==> src/rtl/sn74169_timer_ctrl.sv <==
// rtl/sn74169_timer_ctrl.sv - interval timer sequencer driving an external sn74169 up/down counter
module sn74169_timer_ctrl #(
   parameter int W  = 4,
   parameter int EW = 8
) (
   input  logic          CLK,
   input  logic          RST,
   input  logic          START,
   input  logic          STOP,
   input  logic          DIR_UP,
   input  logic [W-1:0]  PRESET,
   input  logic [EW-1:0] PERIODS,
   output logic [W-1:0]  CNT_A,
   output logic          CNT_LOADB,
   output logic          CNT_ENPB,
   output logic          CNT_ENTB,
   output logic          CNT_U_DB,
   input  logic          CNT_RCOB,
   output logic          BUSY,
   output logic          TICK,
   output logic          DONE,
   output logic [EW-1:0] EVT_COUNT
);

   typedef enum logic [1:0] {
      IDLE = 2'd0,
      LOAD = 2'd1,
      RUN  = 2'd2
   } state_t;

   state_t        state, state_d;
   logic          blank, blank_d;
   logic [EW-1:0] periods_q, periods_d;
   logic [W-1:0]  preset_d;
   logic          dir_d;
   logic [EW-1:0] evt_d, evt_inc;
   logic          tick_d, done_d;
   logic          term_event;

   always_comb begin
      state_d    = state;
      blank_d    = 1'b0;
      periods_d  = periods_q;
      preset_d   = CNT_A;
      dir_d      = CNT_U_DB;
      evt_d      = EVT_COUNT;
      tick_d     = 1'b0;
      done_d     = 1'b0;
      evt_inc    = EVT_COUNT + EW'(1);
      // RCOB in the first RUN cycle reflects the counter's pre-load value
      term_event = (state == RUN) && !blank && !CNT_RCOB;

      if (STOP) begin
         state_d = IDLE;
      end else begin
         case (state)
            IDLE: begin
               if (START) begin
                  preset_d  = PRESET;
                  dir_d     = DIR_UP;
                  periods_d = PERIODS;
                  evt_d     = '0;
                  state_d   = LOAD;
               end
            end
            LOAD: begin
               state_d = RUN;
               blank_d = 1'b1;
            end
            RUN: begin
               if (term_event) begin
                  tick_d = 1'b1;
                  evt_d  = evt_inc;
                  if ((periods_q != '0) && (evt_inc == periods_q)) begin
                     done_d  = 1'b1;
                     state_d = IDLE;
                  end else begin
                     state_d = LOAD;
                  end
               end
            end
            default: state_d = IDLE;
         endcase
      end
   end

   // Counter pins are registered from the next state so they line up with it
   always_ff @(posedge CLK) begin
      if (RST) begin
         state     <= IDLE;
         blank     <= 1'b0;
         periods_q <= '0;
         CNT_A     <= '0;
         CNT_U_DB  <= 1'b1;
         CNT_LOADB <= 1'b1;
         CNT_ENPB  <= 1'b1;
         CNT_ENTB  <= 1'b1;
         BUSY      <= 1'b0;
         TICK      <= 1'b0;
         DONE      <= 1'b0;
         EVT_COUNT <= '0;
      end else begin
         state     <= state_d;
         blank     <= blank_d;
         periods_q <= periods_d;
         CNT_A     <= preset_d;
         CNT_U_DB  <= dir_d;
         CNT_LOADB <= (state_d != LOAD);
         CNT_ENPB  <= (state_d != RUN);
         CNT_ENTB  <= (state_d != RUN);
         BUSY      <= (state_d != IDLE);
         TICK      <= tick_d;
         DONE      <= done_d;
         EVT_COUNT <= evt_d;
      end
   end

endmodule

==> config.mk <==
export PLATFORM = sky130hd
export DESIGN_NAME = sn74169_timer_ctrl
export DESIGN_NICKNAME = d
export VERILOG_FILES = /design/src/rtl/sn74169_timer_ctrl.sv
export SDC_FILE = /design/constraint.sdc
export NUM_CORES = 1
export LEC_CHECK = 0
export CAP_MARGIN = 10
export CORE_UTILIZATION = 37
export DETAILED_ROUTE_END_ITERATION = 10
export PLACE_DENSITY = 0.69
export RECOVER_POWER = 50
export SLEW_MARGIN = 20
export SYNTH_ARGS = -nofsm -noshare
export SYNTH_HDL_FRONTEND = slang
export SYNTH_SLANG_ARGS = --single-unit
==> constraint.sdc <==
create_clock -name CLK -period 1.9 [get_ports CLK]
set_input_delay 0.38 -clock CLK [delete_from_list [all_inputs] [get_ports CLK]]
set_output_delay 0.38 -clock CLK [all_outputs]
set_load 0.01 [all_outputs]
==> impl.org, run 1 <==
** Floorplanning
- For this configuration, the core starts out at a cell density of 0.3977.
- Die span in y :: 62.83 um
- The floorplan has 21 rows.
- Top-Level Pins :: 37
- The die covers 3947 um^2.
- Horizontal extent of the die :: 62.83 um
- The core region is 3442 um^2.

** Synth
- Synthesized Nets :: 183
- Netlist cell types :: 40
- Average cell area after synthesis :: 8.346 um^2
- During synthesis, Yosys emitted a total of 0 warnings.
- Area share of the leading cell type in the synthesized netlist :: 0.4241
- Async S/R FF share, synth :: 0
- Biggest area consumer among synthesized cells :: dfxtp_1
- Synthesis inferred 29 register bits.
- Of the synthesized area, sequential elements account for 0.4241.
- Largest cells by area after synthesis :: dfxtp_1, nand2_1, a21oi_1
- Synth Instances :: 164
- The cell area that synthesis handed to floorplanning was 1369 um^2.
- EDFF count, synth :: 0
- Among all flip-flop cells after synthesis, the most frequent one is dfxtp_1.

** Placed design
- At the end of routability-driven placement, the weighted congestion stood at 0.8253.
- Detailed placer's ending HPWL :: 2.331 mm
- OpenSTA, run right after detailed placement, puts the worst setup slack at -5.877 ps.
- Input and output buffers added on the ports amount to 36.
- Summing all placed instances gives a cell area of 1808 um^2.

** Cells and area
- From synthesis to final layout, the design area changed by 38.12%.
- Seq. cell area :: 580.6 um^2
- 0 antenna diodes ended up in the layout.
- Final Instance Area :: 1891 um^2
- Multi-input gate area in the final layout :: 748.2 um^2
- Of the cells placed in the final design, the portion with a size suffix greater than 1 is 0.1019.
- Net count of the finished layout :: 225
- Number of fillers in the final layout :: 330

** Timing
- Setup repair after global routing left no endpoint under its margin.
- Part of the cycle the worst path needs :: 0.9469
- After layout, the minimum clock period comes to 1799 ps.
- Hold is met by 456.5 ps.
- Worst setup skew after layout :: 2.301 ps
- Transition time at the pin with the least slew margin :: 549.2 ps
- Normalized max-slew margin :: 0.6338
- The max-slew violation count was 0.
- Setup slack closes at 100.8 ps.
- The number of hold violations in the final report is 0.
- Finish-stage setup viols :: 0
- For this run, the top clock speed supported by timing is 0.5558 GHz.

** Setup path
- Max Fanout on Critical Path :: 5
- STA classifies the critical path startpoint as a flip-flop.
- STA classifies the critical path endpoint as a flip-flop.
- Data arrives at the worst endpoint at 1950 ps.
- Required time of the worst setup path :: 2050 ps
- By startpoint and endpoint, the worst setup path is classified as reg -> reg.

** Drt
- Post-route antenna net violation count :: 0
- After detailed routing, the number of remaining DRC violations is 0.
- In the final routed layout, each cell accounts on average for 12.49 um.
- The first detailed-routing pass ran for 4 iterations.
- For this block, the initial DRC count from the detailed router was 74.
- Using the TritonRoute via totals, the vias-per-cell ratio works out to 5.147.
- Total via count in the routed design :: 1297
- Final Routed Wirelength :: 3.147 mm

** Outcome
- Result of the run :: finished, final reports clean

** GRT
- Total track usage :: 0.1736
- Largest net degree at the start of global routing :: 15
- Number of antenna violations at the first check in global routing :: 0
- Vias in the first global route :: 1163
- Global-route wire length before repair :: 5.195 mm
- Summed over all layers, the global routing overflow is 0.

** Power and ir drop
- The share of total power dissipated in the clock network is 0.392.
- Switching share of total power :: 0.2363
- For this design the total switching power over the nets is 0.3087 mW.
- The share of total power dissipated in sequential elements is 0.492.
- Internal power component :: 0.9975 mW
- Maximum vdd drop :: 0.0004503 V
- Power per unit of standard cell area :: 690.9 nW/um^2
- The analysis attributes to cell leakage a power of 0.6910 nW.
- The share of total power dissipated in combinational logic is 0.116.

** Clock network
- Clock-pin slew of the registers on the worst-case setup and hold paths :: 60 ps
- Clock tree from TritonCTS :: done
- Number of buffers inserted by hold repair at cts :: 0
- Number of buffers created by CTS :: 5
- # clock sinks :: 29
- The number of setup buffers added after CTS is 0.
- H-tree levels :: 2
- The tree is rooted in a clkbuf_8.
- Worst skew pair latency :: 280 ps
- Counting along the longest clock path gives a buffer depth of 2.

** Worst hold path
- The min-delay analysis places its worst path in the category reg -> reg.

** Run
- The tool flagged a number of max-cap violations equal to 0.
stage by stage:
step           std cells  setup TNS, ps  utilization  power, mW
6_report             252              0       0.5493      1.306
3_5_place_dp         245         -6.211       0.5253     0.8115
4_1_cts              252              0       0.5503      1.322
3_3_place_gp         245              0       0.5253     0.8077
2_1_floorplan        164              0            -     0.7322
5_1_grt              252              0       0.5493      1.361
logic make-up (layout without fill, tap and decap cells):
group                    count (synthesis)  in the layout  synth area share
AND/OR/NAND/NOR                         75             75            0.2834
AO/OA/AOI/OAI                           37             37            0.1728
flip-flops                              29             29            0.4241
buffers and inverters                   10             52           0.03107
XOR/XNOR                                 9              9           0.05759
multiplexers                             3              3           0.02194
adder cells (fa/ha/maj)                  1              1          0.009139
power by group through the flow:
stage,sequential (mW),clock [mW],combinational (mW)
after floorplan,0.654,0,0.0780
after global placement,0.655,0,0.153
after detailed placement,0.655,0,0.156
after CTS,0.642,0.523,0.157
after global routing,0.645,0.547,0.168
final,0.642,0.512,0.152
flip-flops by register name, summed over array words and instances, names as in the netlist:
| signal | count |
|---|---|
| blank | 1 |
| CNT_U_DB | 1 |
| periods_q | 8 |
| CNT_A | 4 |
| TICK | 1 |
| BUSY | 1 |
| DONE | 1 |
| EVT_COUNT | 8 |
| CNT_LOADB | 1 |
| CNT_ENTB | 1 |
| state | 2 |
cells in the mapped netlist, types with 3 or more instances:
cell type,instances
o21ai_0,4
clkbuf_1,6
nor3_1,4
mux2i_1,3
nand2_1,30
nand2b_1,5
xor2_1,3
xnor2_1,6
nor2_1,12
a21o_1,3
a21oi_1,20
nand3b_1,5
dfxtp_1,29
final timing paths:
path | slack, ps | cells after the start | to | from
setup / recovery | 100 | 5 | state[0]$_SDFF_PP0_ | EVT_COUNT[1]$_SDFFE_PP0P_
setup reg to reg | 100 | 5 | state[0]$_SDFF_PP0_ | EVT_COUNT[1]$_SDFFE_PP0P_
hold / removal | 460 | 2 | CNT_A[0]$_SDFFE_PP0P_ | CNT_A[0]$_SDFFE_PP0P_
hold reg to reg | 460 | 2 | CNT_A[0]$_SDFFE_PP0P_ | CNT_A[0]$_SDFFE_PP0P_
worst max-delay path, stage by stage, from the launching register on:
cell,delay (ps)
dfxtp_1,390
ha_2,250
nand2b_1,90
or3_4,340
a2111oi_4,450
a31oi_1,140
cell usage in the layout, fill, tap and decap left out, types with 2 or more instances in the layout:
| cell type | Yosys | layout |
|---|---|---|
| clkbuf_8 | 0 | 6 |
| mux2i_1 | 3 | 3 |
| o21ai_0 | 4 | 4 |
| o211ai_1 | 2 | 2 |
| nand3b_1 | 5 | 5 |
| nor4_1 | 2 | 2 |
| and2_1 | 2 | 2 |
| nand2b_1 | 5 | 5 |
| nor2_1 | 12 | 12 |
| and3_1 | 2 | 2 |
| a31oi_1 | 2 | 2 |
| nand3_1 | 2 | 2 |
| a21o_1 | 3 | 3 |
| dfxtp_1 | 29 | 29 |
| a21oi_1 | 20 | 20 |
| nor3b_1 | 2 | 2 |
| xnor2_1 | 6 | 6 |
| clkdlybuf4s50_1 | 0 | 29 |
| buf_4 | 1 | 6 |
| dlygate4sd3_1 | 0 | 7 |
| nor3_1 | 4 | 4 |
| xor2_1 | 3 | 3 |
| nand2_1 | 30 | 30 |
| clkbuf_1 | 6 | 2 |
area by class of cell:
class / count / share of cell area
Multi-Input combinational cell: 125 / 0.3958
Sequential cell: 29 / 0.3071
Timing Repair Buffer: 44 / 0.2191
Clock buffer: 7 / 0.04567
Tap cell: 46 / 0.03044
Inverter: 1 / 0.001985
per-layer routing:
layer	vias up	part of all wire	GRT usage
met5	-	0	0
met4	0	0.025	0.1105
met3	7	0.060	0.06387
met2	41	0.47	0.2758
met1	599	0.44	0.1949
li1	650	-	-
timing repair:
action	CTS	global route
endpoints found under the hold margin	0	0
gates resized for setup	0	1
setup endpoints to repair	0	4
Note: power is estimated with default switching activity, not from simulation.
==> run 2: changes to the inputs <==
--- a/config.mk
+++ b/config.mk
@@ -6,6 +6,7 @@
 export NUM_CORES = 1
 export LEC_CHECK = 0
 export CAP_MARGIN = 10
+export CORE_ASPECT_RATIO = 1.1
 export CORE_UTILIZATION = 37
 export DETAILED_ROUTE_END_ITERATION = 10
 export PLACE_DENSITY = 0.69
==> run 2 against run 1 <==
Net effect:
- combinational power barely moved
- count of clock-buffer cells in the layout decreased by 1
- die area hardly changed
- highest routed layer unchanged
- sequential share of layout area increased by 0.58 points
==> impl.org, run 2 (synthesis gave the netlist of run 1 again) <==
** Setup path
- The worst setup path is launched from a flip-flop.
- Of all nets on the critical path, the largest fanout is 6.
- The worst setup path is of the reg -> out kind.
- Arrival time worst endpoint :: 1410 ps
- Slack of the worst reg-to-reg path :: 170 ps
- The worst setup path is captured at a primary output.
- Data on the critical path is required at its endpoint by 1520 ps.

** Drt
- Across all layers, the routed design uses 1246 vias.
- Detail-routed via count per cell :: 4.886
- For this block, the initial DRC count from the detailed router was 20.
- Count of TritonRoute iterations in the first routing pass :: 4
- In the final routed layout, each cell accounts on average for 11.76 um.
- Final Routed Wirelength :: 3.000 mm
- Post-route antenna net violation count :: 0
- Number of design rule violations left after detail routing :: 0

** Run
- Across the run, the number of max-cap violations was 0.

** Power and ir drop
- The completed layout was analyzed and its total power is 1.148 mW.
- Power per unit of standard cell area :: 617.3 nW/um^2
- Maximum vdd drop :: 0.0003771 V
- Summed over all cells, the static leakage comes to 0.6695 nW.

** Timing
- Final Hold Violating Endpoints :: 0
- Final worst-path setup slack :: 113.5 ps
- Finish-stage setup viols :: 0
- Normalized max-slew margin :: 0.6282
- After routing, the total negative slack on setup checks comes to 0 ps.
- For this run, the top clock speed supported by timing is 0.5598 GHz.
- Part of the cycle the worst path needs :: 0.9403
- The worst path in the final design needs a cycle of 1786 ps, including I/O delays and setup.
- Final number of max-transition violations :: 0
- Hold slack :: 460.5 ps
- RSZ-0062 raised after global routing :: no
- For the pin with the worst max-slew slack, the measured transition is 557.7 ps.
- Across the routed clock network, the largest skew measured is 4.646 ps.

** Outcome
- The flow ran to the end, and the final reports show no timing, DRC or antenna violations.

** Floorplanning
- Count of standard-cell rows :: 22
- In this run the vertical extent of the chip is 65.79 um.
- Area of the die :: 3947 um^2
- The initial utilization of the core area, before any placement, comes to 0.3978.
- Core region area :: 3441 um^2
- In this run the horizontal extent of the chip is 59.99 um.
- Top-Level Pins :: 37

** GRT
- The first global-routing pass estimated 4.871 mm of wire.
- The number of global-route vias before repair came to 1109.
- Total global routing overflow :: 0
- Number of antenna violations at the first check in global routing :: 0
- Across every metal layer, demand over resource in global routing totals 0.1683.
- Largest net degree at the start of global routing :: 26

** Cells and area
- Number of fillers in the final layout :: 343
- Area added between synthesis and finish :: 35.83%
- Regs by FF count :: EVT_COUNT: 8 flops, periods_q: 8 flops, CNT_A: 4 flops
- The repair_antennas step left the layout with diodes totalling 0.
- Summing all non-filler instances in the final layout gives an area of 1859 um^2.
- Share of cells above drive strength 1 :: 0.1014
- In the layout the commonest cells are nand2_1, clkdlybuf4s50_1, dfxtp_1.
- For this run, the post-layout net count is 225.

** Clock network
- Counting along the longest clock path gives a buffer depth of 2.
- The tree is rooted in a clkbuf_4.
- The clock reaches the later pin of the worst-skew pair after 320 ps.
- Clock tree from TritonCTS :: done
- The H-tree was split into 2 levels.
- # clock sinks :: 29
- Number of buffers created by CTS :: 5
- Clock-pin slew was measured on the worst setup and hold paths at 90 ps.

** Worst hold path
- Hold/Removal Path Class :: reg -> reg

** Placed design
- The congestion estimate from routability-driven global placement came to 0.8383.
- Quantity of I/O buffers inserted on ports :: 36
- Once placement finished, the instance area stood at 1823 um^2.
- Before CTS, the worst setup slack after placement is -29.24 ps.
- The HPWL after detailed placement is 2.250 mm.
[run 2: critical path, stage by stage, from the launching register on]
cell	delay, ps
dfxtp_1	380
buf_4	170
clkdlybuf4s50_1	530
[run 2: per-stage QoR]
step,std cells,utilization
floorplan,164,-
global placement,247,0.5298
detailed placement,247,0.5298
CTS,255,0.5447
global route,255,0.5404
finish,255,0.5404
[run 2: final timing paths]
check | start | end | cells past startpoint
setup reg to reg | EVT_COUNT[1]$_SDFFE_PP0P_ | DONE$_SDFF_PP0_ | 6
setup / recovery | EVT_COUNT[0]$_SDFFE_PP0P_ | EVT_COUNT[0] | 2
hold / removal | CNT_A[3]$_SDFFE_PP0P_ | CNT_A[3]$_SDFFE_PP0P_ | 2
hold reg to reg | CNT_A[3]$_SDFFE_PP0P_ | CNT_A[3]$_SDFFE_PP0P_ | 2
[run 2: metal layers]
layer  global-route usage  wire length [um]  vias to the layer above
met4              0.07849                65                        0
met2               0.2681              1424                       29
met5                    0                 0                        -
met1               0.2019              1371                      558
li1                     -                 -                      655
met3              0.05479               138                        4
[run 2: cell type report]
class | instances | area, um^2 | area share
Clock buffer | 6 | 41.29 | 0.02221
Clock inverter | 2 | 10.01 | 0.005384
Inverter | 1 | 3.754 | 0.002019
Multi-Input combinational cell | 125 | 752.0 | 0.4044
Sequential cell | 29 | 581.8 | 0.3129
Tap cell | 48 | 60.06 | 0.03230
Timing Repair Buffer | 44 | 410.4 | 0.2207
[run 2: repair_timing]
action                     in CTS  in global routing
gates resized for setup         0                  3
buffers inserted                0                  0
hold buffers                    0                  0
setup endpoints to repair       0                  4
[run 2: power by group]
part	internal, mW	switching [mW]
registers	0.626	0.0153
logic	0.0823	0.0668
clock network	0.141	0.217
==> run 3: changes to the inputs <==
--- a/config.mk
+++ b/config.mk
@@ -8,7 +8,9 @@
 export CAP_MARGIN = 10
 export CORE_ASPECT_RATIO = 1.1
 export CORE_UTILIZATION = 37
+export CTS_CLUSTER_DIAMETER = 50
 export DETAILED_ROUTE_END_ITERATION = 10
+export GPL_TIMING_DRIVEN = 0
 export PLACE_DENSITY = 0.69
 export RECOVER_POWER = 50
 export SLEW_MARGIN = 20
==> constraint.sdc (replaced) <==
create_clock -name CLK -period 1.9 [get_ports CLK]
set_input_delay 0.38 -clock CLK [delete_from_list [all_inputs] [get_ports CLK]]
set_output_delay 0.38 -clock CLK [all_outputs]
set_load 0.02 [all_outputs]
==> run 3 against run 2 <==
Net effect:
- clock power grew 3%
- utilization shrank 0.47 points
- critical path depth grew 3
- via count grew 2.2%
- count of clock-buffer cells in the layout grew 1
- global-route usage grew 0.96 points
- sequential power shrank 0.6%
- hold slack lost 8.5 ps
==> impl.org, run 3 (synthesis gave the netlist of run 1 again) <==
** Outcome
- The flow ran to the end, and the final reports show no timing, DRC or antenna violations.

** Clock network
- The clock reaches the later pin of the worst-skew pair after 320 ps.
- Clock tree root driver cell :: clkbuf_4
- Clock-pin slew of the registers on the worst-case setup and hold paths :: 80 ps
- TritonCTS built the clock tree.
- H-tree levels :: 2
- The number of clock buffers added by TritonCTS is 5.
- In this run the post-CTS setup repair buffer count came out at 0.
- CTS saw 29 sinks.
- CTS Buffer Depth :: 2

** Timing
- Headroom to the max-slew limit came out at 0.6464.
- Upper clock frequency limit :: 0.5562 GHz
- The number of hold violations in the final report came to 0.
- Setup repair after global routing left no endpoint under its margin.
- Hold slack :: 452.0 ps
- The worst path needs 1798 ps of the cycle, external delays included.
- Part of the cycle the worst path needs :: 0.9463
- The max-slew violation count came to 0.
- Final worst-path setup slack :: 102.0 ps
- At the pin with the least slew margin, the transition time is 530.4 ps.
- Summed negative setup slack over all endpoints :: 0 ps
- Worst setup skew after layout :: 11.54 ps
- Finish-stage setup viols :: 0

** Run
- Count of max-cap constraint violations :: 0

** Floorplanning
- Horizontal extent of the die :: 59.99 um
- Core region area :: 3441 um^2
- Top-Level Pins :: 37
- From bottom edge to top edge, the die measures 65.79 um.
- Initial standard-cell utilization of the core :: 0.3978
- Area of the die :: 3947 um^2
- In this run the core area contains 22 standard-cell rows.

** GRT
- The number of antenna violations at the first check in global routing was 0.
- For this run, the total global-route usage over all layers was measured as 0.1779.
- Largest net degree at the start of global routing :: 11
- Global routing finished with a remaining overflow of 0.
- Vias in the first global route :: 1203
- Global-route wire length before repair :: 5.264 mm

** Setup path
- Worst Path Class, Setup :: in -> reg
- Buf/Inv on CP :: 1
- Kind of start point of the critical path :: input port
- The slowest stage of the critical path is the clkdlybuf4s50_1 cell.
- Of all nets on the critical path, the largest fanout is 8.
- Stages on worst setup path :: 5
- Arrival time worst endpoint :: 2050 ps
- The worst setup path is captured at a flip-flop.
- Slowest stage delay, CP :: 550 ps
- Counting cells, the worst reg-to-reg path comes to 6.
- On the critical path the largest part of the delay comes from simple AND/OR/NAND/NOR gates.
- Traced cell by cell, the critical path runs through clkdlybuf4s50_1, nor3b_2, nand2_1, or3_1, a21oi_1.
- Required time of the worst setup path :: 2150 ps

** Worst hold path
- Hold-critical path depth :: 2
- The path class of the tightest hold or removal check is in -> reg.

** Cells and area
- The repair_antennas step left the layout with diodes totalling 0.
- Number of fillers in the final layout :: 344
- Multi-input gate area in the final layout :: 765.7 um^2
- Most common library cell in the layout ignoring fill and taps :: nand2_1
- Share of cells above drive strength 1 :: 0.09756
- Regs by FF count :: EVT_COUNT: 8 flops, periods_q: 8 flops, CNT_A: 4 flops
- The final layout contains 224 nets.
- Leading cell types in the layout, fill and taps excluded :: nand2_1, dfxtp_1, clkdlybuf4s50_1
- After routing the design area is 1843 um^2.
- Area added between synthesis and finish :: 34.64%
- The sequential cells in the finished layout cover a total of 585.6 um^2.

** Drt
- After detailed routing, the average wire length per cell comes to 12.26 um.
- The routed design has 3.103 mm of wire.
- After detailed routing, the number of vias per cell comes to 5.036.
- The first routing iteration left 35 violations.
- Count of TritonRoute iterations in the first routing pass :: 4
- Post-route antenna net violation count :: 0
- In the routed design, unresolved DRC markers number 0.
- The routed layout has 1274 vias.

** Placed design
- Once placement finished, the instance area stood at 1779 um^2.
- Port buffering added 35 buffers.
- Before CTS, the worst setup slack after placement is -340.2 ps.
- Routability congestion estimate from global placement :: 0.8133
- After legalization and detailed placement, the total HPWL measured 2.275 mm.

** Power and ir drop
- Power comes to 1.164 mW.
- Power per unit of standard cell area :: 631.4 nW/um^2
- For this design the static power due to leakage is 0.6683 nW.
- Maximum vdd drop :: 0.0003447 V
## run 3: cell types whose count changed in the layout (fill, tap and decap cells not counted), moves of 2 or more
cell             previous run  this run
dlygate4sd3_1               6        12
clkdlybuf4s50_1            30        21
clkinv_2                    2         0
clkbuf_1                    3         8
buf_4                       5         1
## run 3: repair_timing
item,CTS,global route
setup endpoints to repair,5,13
pin swaps,0,2
hold buffers,0,0
resized for setup,2,7
## run 3: layer usage
metal | part of all wire | vias up | track usage
li1 | - | 659 | -
met1 | 0.45 | 583 | 0.2015
met2 | 0.50 | 30 | 0.3097
met3 | 0.035 | 2 | 0.05284
met4 | 0.0097 | 0 | 0.06395
met5 | 0 | - | 0
## run 3: path summary, 6_finish.rpt
path	startpoint	end	slack (ps)
setup / recovery	STOP	EVT_COUNT[7]$_SDFFE_PP0P_	100
hold / removal	RST	TICK$_SDFF_PP0_	450
hold reg to reg	CNT_A[2]$_SDFFE_PP0P_	CNT_A[2]$_SDFFE_PP0P_	460
setup reg to reg	EVT_COUNT[0]$_SDFFE_PP0P_	CNT_LOADB$_SDFF_PP1_	110
## run 3: area by class of cell
| type | instances | area share |
|---|---|---|
| Clock buffer | 7 | 0.02987 |
| Timing Repair Buffer | 35 | 0.1833 |
| Multi-Input combinational cell | 125 | 0.4155 |
| Tap cell | 48 | 0.03259 |
| Sequential cell | 29 | 0.3177 |
| Inverter | 1 | 0.002037 |
| Buffer | 8 | 0.01901 |
## run 3: metrics by stage
step,instances,utilization
2_1_floorplan,164,-
3_3_place_gp,247,0.5171
3_5_place_dp,247,0.5171
4_1_cts,254,0.5360
5_1_grt,253,0.5356
6_report,253,0.5356
## run 3: report_power, final
part | internal [mW] | switching [mW] | total (mW)
clock network | 0.174 | 0.195 | 0.369
logic | 0.0784 | 0.0792 | 0.158
registers | 0.624 | 0.0124 | 0.637
